===== src/rtl/div_32_seq_if.sv =====
// Request/response bundle between the pipeline control and the sequential divider.
// The master side issues divisions; the slave side is the divider itself.
interface div_32_seq_if #(
  parameter int WIDTH = 32
);
  logic             start;
  logic             is_signed;
  logic [WIDTH-1:0] dividend;
  logic [WIDTH-1:0] divisor;
  logic             busy;
  logic             done;
  logic [WIDTH-1:0] quotient;
  logic [WIDTH-1:0] remainder;
  logic             div_by_zero;

  modport master (
    output start, is_signed, dividend, divisor,
    input  busy, done, quotient, remainder, div_by_zero
  );

  modport slave (
    input  start, is_signed, dividend, divisor,
    output busy, done, quotient, remainder, div_by_zero
  );
endinterface


===== src/rtl/div_32_seq.sv =====
// Multi-cycle restoring divider for DIV/DIVU: one quotient bit per clock,
// sign correction in a final FIX cycle, results held for the HI/LO registers.
module div_32_seq #(
  parameter int WIDTH = 32,
  parameter int CNT_W = 6
) (
  input  logic         clk,
  input  logic         rst_n,
  div_32_seq_if.slave  bus
);

  typedef enum logic [1:0] {
    IDLE = 2'd0,
    RUN  = 2'd1,
    FIX  = 2'd2,
    DONE = 2'd3
  } state_e;

  localparam logic [CNT_W-1:0] LAST_ITER = CNT_W'(WIDTH - 1);

  state_e           state_q, state_d;
  logic [WIDTH:0]   r_q, r_d;          // partial remainder, one guard bit
  logic [WIDTH-1:0] q_q, q_d;          // dividend magnitude shifting into quotient
  logic [WIDTH-1:0] dvs_q, dvs_d;      // divisor magnitude
  logic [CNT_W-1:0] cnt_q, cnt_d;
  logic             signed_q, signed_d;
  logic             a_neg_q, a_neg_d;
  logic             b_neg_q, b_neg_d;
  logic [WIDTH-1:0] quo_q, quo_d;
  logic [WIDTH-1:0] rem_q, rem_d;
  logic             dbz_q, dbz_d;

  logic             a_neg_in, b_neg_in;
  logic [WIDTH-1:0] a_mag, b_mag;
  logic [WIDTH:0]   shifted, trial;
  logic [WIDTH-1:0] q_fix, r_fix;

  // Operand magnitudes; the most negative value maps onto itself, which is
  // exactly its magnitude when read as unsigned.
  assign a_neg_in = bus.is_signed & bus.dividend[WIDTH-1];
  assign b_neg_in = bus.is_signed & bus.divisor[WIDTH-1];
  assign a_mag    = a_neg_in ? -bus.dividend : bus.dividend;
  assign b_mag    = b_neg_in ? -bus.divisor  : bus.divisor;

  assign shifted  = {r_q[WIDTH-1:0], q_q[WIDTH-1]};
  assign trial    = shifted - {1'b0, dvs_q};

  // Quotient sign is the XOR of operand signs; remainder follows the dividend.
  assign q_fix    = (signed_q & (a_neg_q ^ b_neg_q)) ? -q_q : q_q;
  assign r_fix    = (signed_q & a_neg_q) ? -r_q[WIDTH-1:0] : r_q[WIDTH-1:0];

  // NOTE: sequential state uses non-blocking assignments so every register
  // samples the pre-edge value of its peers, independent of statement order.
  always_ff @(posedge clk) begin
    if (!rst_n) begin
      state_q  <= IDLE;
      r_q      <= '0;
      q_q      <= '0;
      dvs_q    <= '0;
      cnt_q    <= '0;
      signed_q <= 1'b0;
      a_neg_q  <= 1'b0;
      b_neg_q  <= 1'b0;
      quo_q    <= '0;
      rem_q    <= '0;
      dbz_q    <= 1'b0;
    end else begin
      state_q  <= state_d;
      r_q      <= r_d;
      q_q      <= q_d;
      dvs_q    <= dvs_d;
      cnt_q    <= cnt_d;
      signed_q <= signed_d;
      a_neg_q  <= a_neg_d;
      b_neg_q  <= b_neg_d;
      quo_q    <= quo_d;
      rem_q    <= rem_d;
      dbz_q    <= dbz_d;
    end
  end

  // NOTE: every signal driven here gets a hold default first, so no path
  // through the case statement can leave one unassigned and infer a latch.
  always_comb begin
    state_d  = state_q;
    r_d      = r_q;
    q_d      = q_q;
    dvs_d    = dvs_q;
    cnt_d    = cnt_q;
    signed_d = signed_q;
    a_neg_d  = a_neg_q;
    b_neg_d  = b_neg_q;
    quo_d    = quo_q;
    rem_d    = rem_q;
    dbz_d    = dbz_q;

    unique case (state_q)
      IDLE: begin
        if (bus.start) begin
          signed_d = bus.is_signed;
          a_neg_d  = a_neg_in;
          b_neg_d  = b_neg_in;
          dvs_d    = b_mag;
          r_d      = '0;
          q_d      = a_mag;
          cnt_d    = '0;
          if (bus.divisor == '0) begin
            // Zero divisor skips iteration; result is fixed regardless of sign mode.
            quo_d   = '1;
            rem_d   = bus.dividend;
            dbz_d   = 1'b1;
            state_d = DONE;
          end else begin
            state_d = RUN;
          end
        end
      end

      RUN: begin
        r_d   = trial[WIDTH] ? shifted : trial;
        q_d   = {q_q[WIDTH-2:0], ~trial[WIDTH]};
        cnt_d = cnt_q + CNT_W'(1);
        if (cnt_q == LAST_ITER) begin
          state_d = FIX;
        end
      end

      FIX: begin
        quo_d   = q_fix;
        rem_d   = r_fix;
        dbz_d   = 1'b0;
        state_d = DONE;
      end

      DONE: begin
        state_d = IDLE;
      end

      default: begin
        state_d = IDLE;
      end
    endcase
  end

  assign bus.busy        = (state_q != IDLE);
  assign bus.done        = (state_q == DONE);
  assign bus.quotient    = quo_q;
  assign bus.remainder   = rem_q;
  assign bus.div_by_zero = dbz_q;

  done_is_pulse: assert property (@(posedge clk) disable iff (!rst_n)
    bus.done |=> !bus.done);

endmodule

===== src/flat_wrapper.sv =====
// flat-port wrapper written by rule: the top's interface ports become plain ports
module div_32_seq_flat 
#(
  parameter int WIDTH = 32,
  parameter int CNT_W = 6
)
  (clk, rst_n, bus_start, bus_is_signed, bus_dividend, bus_divisor, bus_busy, bus_done, bus_quotient, bus_remainder, bus_div_by_zero);
  div_32_seq_if #(.WIDTH(WIDTH)) bus_i ();
  input  logic clk;
  input  logic rst_n;
  input wire logic [$bits(bus_i.start)-1:0] bus_start;
  input wire logic [$bits(bus_i.is_signed)-1:0] bus_is_signed;
  input wire logic [$bits(bus_i.dividend)-1:0] bus_dividend;
  input wire logic [$bits(bus_i.divisor)-1:0] bus_divisor;
  output wire logic [$bits(bus_i.busy)-1:0] bus_busy;
  output wire logic [$bits(bus_i.done)-1:0] bus_done;
  output wire logic [$bits(bus_i.quotient)-1:0] bus_quotient;
  output wire logic [$bits(bus_i.remainder)-1:0] bus_remainder;
  output wire logic [$bits(bus_i.div_by_zero)-1:0] bus_div_by_zero;
  assign bus_i.start = bus_start;
  assign bus_i.is_signed = bus_is_signed;
  assign bus_i.dividend = bus_dividend;
  assign bus_i.divisor = bus_divisor;
  assign bus_busy = bus_i.busy;
  assign bus_done = bus_i.done;
  assign bus_quotient = bus_i.quotient;
  assign bus_remainder = bus_i.remainder;
  assign bus_div_by_zero = bus_i.div_by_zero;
  div_32_seq #(.WIDTH(WIDTH), .CNT_W(CNT_W)) u_core (.clk(clk), .rst_n(rst_n), .bus(bus_i));
endmodule

===== config.mk =====
export PLATFORM = sky130hd
export DESIGN_NAME = div_32_seq_flat
export DESIGN_NICKNAME = d
export VERILOG_FILES = /design/src/rtl/div_32_seq_if.sv /design/src/rtl/div_32_seq.sv /design/src/flat_wrapper.sv
export SDC_FILE = /design/constraint.sdc
export NUM_CORES = 1
export LEC_CHECK = 0
export BUFFER_PORTS_ARGS = -buffer_cell sky130_fd_sc_hd__buf_2
export CAP_MARGIN = 20
export CORE_MARGIN = 2
export CORE_UTILIZATION = 50
export CTS_CLUSTER_DIAMETER = 80
export DETAILED_ROUTE_END_ITERATION = 16
export GPL_TIMING_DRIVEN = 0
export PLACE_DENSITY = 0.67
export REMOVE_ABC_BUFFERS = 1
export SYNTH_ARGS = -nofsm -noshare
export SYNTH_HDL_FRONTEND = slang
export SYNTH_SLANG_ARGS = --single-unit

===== constraint.sdc =====
create_clock -name clk -period 3.7 [get_ports clk]
set_clock_uncertainty 0.15 [all_clocks]
set_input_delay 0.555 -clock clk [delete_from_list [all_inputs] [get_ports clk]]
set_output_delay 0.555 -clock clk [all_outputs]
set_load 0.005 [all_outputs]

==> run_results.csv <==
group,metric,value,unit
run_status,status,"completed",
detailed_routing,drtIter0Drc,1007,
floorplanning,die_x,156.3,µm
cts,root_buffer,"clkbuf_16",
detailed_routing,drc,0,
detailed_routing,wl_met2,15860,µm
sta,hold_viol_final,0,
detailed_routing,drt-met1-wl,15220,µm
placed_design,post-place-ws,-0.5540,ns
detailed_routing,ant_nets,0,
synth,ys_ff_latch,172,
cts,cts_buffers,17,
detailed_routing,vias_per_cell,6.026,
power,internal-power,4383,µW
sta,post-route-period-util,96.38,%
sta,setup_viol,0,
worst_setup_path,endpoint_kind,"flop",
synth,synthTopCellsByArea,"dfxtp_1, nand2_1, xnor2_1",
global_routing,antenna_found_initial,0,
cells_and_area,final_cell_mix,"nand2_1, dfxtp_1, buf_2",
detailed_routing,routed-wl-met3,1502,µm
worst_setup_path,cp.required,3.88,ns
floorplanning,die_height,156.3,µm
global_routing,grt_pass1_vias,10175,
placed_design,dp.cells,1816,
detailed_routing,highest_layer,"met4",
power,p_comb_share,41.2,%
cells_and_area,final_common_cell,"nand2_1",
cts,clock_path_buffers,2,
worst_hold_path,hp-class,"in2reg",
sta,fin_tns_setup,0,ns
sta,setup_slack,0.1338,ns
worst_setup_path,arrival,3.74,ns
cells_and_area,final_cells,1852,
cells_and_area,drive_above_1_share,13.48,%
synth,async_reset_ff_share,0,%
cts,cts.htree.levels,4,
power,switching_share,40.70,%
power,power_frac_seq,33.2,%
floorplanning,io_pins,135,
cells_and_area,fill_cells,2170,
global_routing,gr-usage-all-layers,26.99,%
detailed_routing,wl_per_cell,17.91,µm
synth,synth_top_area_share,29.67,%
cts,clk_pin_slew,0.07,ns
sta,rsz0062_at_grt,"false",
power,p_sw,3009,µW
cts,tritoncts,"yes",
global_routing,grt_overflow_total,0,
cells_and_area,multiInputGateArea,0.007601,mm²
cells_and_area,ff_latch_area,0.003446,mm²
global_routing,grt_pass1_wl,53020,µm
power,clkPwrFrac,25.5,%
sta,slew_viol_final,0,
synth,synth_seq_area_share,29.67,%
detailed_routing,drt-pass1-iter-count,5,
synth,synth_top_area_cell,"dfxtp_1",
sta,period_minus_slack,3.566,ns
detailed_routing,vias,11161,
detailed_routing,drt_wl_total,33180,µm
sta,fmax,280.4,MHz
worst_setup_path,criticalPathCategory,"reg2reg",
sta,tightestPinTransition,0.9778,ns
global_routing,grt_max_degree,83,
synth,synth_area,0.01160,mm²
synth,synth_warnings,0,
run,maxCapViolCount,0,
worst_setup_path,critPathMaxFanout,22,
cells_and_area,fin_util,57.96,%
placed_design,gp_congestion,0.8879,
sta,relSlewSlack,34.82,%
synth,yosys_most_used_dff,"dfxtp_1",
cells_and_area,area_growth,13.41,%
worst_setup_path,startpoint_type,"flop",
cells_and_area,nNetsFinal,1662,
synth,synth-edff-count,0,
cts,clk_latency,0.44,ns
floorplanning,die_area,0.02444,mm²
synth,syn_avg_cell_area,7.783,µm²
power,ir_worst_vdd,0.3019,mV
floorplanning,row_count,55,
placed_design,numPortBuffers,134,
synth,ys_types,64,
sta,finalHoldWorstSlack,0.2539,ns
placed_design,hpwl,24740,µm
floorplanning,initial_core_util,51.10,%
floorplanning,core_area,0.02271,mm²
power,p_leak,0.005594,µW
synth,synth_cells,1491,
power,power.density,561.6,mW/mm²
cts,holdBufCountCts,0,
cts,clkSinkCount,172,
synth_stat cells, types with 44 or more instances:
cell / instances
xor2_1: 68
clkbuf_1: 91
o211ai_1: 50
o21ai_0: 74
nand2_1: 180
inv_1: 59
xnor2_1: 69
dfxtp_1: 172
nor2_1: 100
nand3_1: 44
a21oi_1: 108
o211a_1: 45
nor2b_1: 49
kinds of logic after synthesis:
family                     Yosys count  share of synthesized area [%]
DFF                                172                          29.67
and+or+nand+nor                    514                          21.84
buffers and inverters              165                          5.477
adders and majority gates           42                          4.593
xor gates and xnor gates           137                          10.34
AOI/OAI and AO/OA                  460                          27.98
muxes                                1                        0.09703
layer usage:
layer / global-route usage [%] / up-vias
li1: - / 5570
met2: 46.51 / 291
met4: 7.951 / 0
met1: 35.57 / 5258
met3: 3.046 / 42
met5: 0 / -
critical path: stages (launching register included):
cell and delay [ns]:
dfxtp_2 0.40, inv_1 0.06, ha_1 0.20, fa_1 0.40, nand2b_1 0.18, a21o_1 0.21
a211o_1 0.32, a31o_1 0.28, a211oi_4 0.29, o21ai_4 0.21, and2_4 0.24, buf_16 0.16
a221o_1 0.32
worst paths after layout:
kind,from,end,slack [ns],cells after the start
setup / recovery,u_core.q_q[31],u_core.r_q[9],0.13,12
hold / removal,bus_divisor[0],u_core.dvs_q[0],0.25,3
setup reg to reg,u_core.q_q[31],u_core.r_q[9],0.13,12
hold reg to reg,u_core.bus.remainder[4],u_core.bus.remainder[4],0.30,2
through the flow:
step	instance area [µm²]	power, µW
floorplan	11190	4458
global placement	12220	5319
detailed placement	12510	5504
CTS	13140	7388
global route	13160	7865
finish	13160	7391
state kept, by name (all words and copies together), names as in the netlist:
signal                  count
u_core.a_neg_q              1
u_core.bus.div_by_zero      1
u_core.q_q                 32
u_core.b_neg_q              1
u_core.bus.remainder       32
u_core.cnt_q                6
u_core.signed_q             1
u_core.state_q              2
u_core.r_q                 32
u_core.dvs_q               32
u_core.bus.quotient        32
area by class of cell:
| class | count | share of cell area, % |
|---|---|---|
| Clock buffer | 18 | 3.261 |
| Multi-Input combinational cell | 1154 | 57.75 |
| Timing Repair Buffer | 148 | 7.054 |
| Clock inverter | 14 | 1.321 |
| Tap cell | 285 | 2.709 |
| Inverter | 59 | 1.683 |
| Antenna cell | 2 | 0.03803 |
| Sequential cell | 172 | 26.18 |
power by group through the flow:
stage	registers, µW	clock network [µW]	logic [µW]
floorplan	2430	0	2020
global route	2500	1980	3380
detailed placement	2490	0	3010
global placement	2480	0	2840
finish	2460	1890	3050
CTS	2450	1900	3030
what timing repair did:
item | in CTS | in global routing
setup endpoints to repair | 33 | 22
resized for setup | 5 | 3
setup buffers | 1 | 1
cloned | 0 | 0
pin swaps | 2 | 0
No activity file was read; power rests on OpenSTA's default activity.
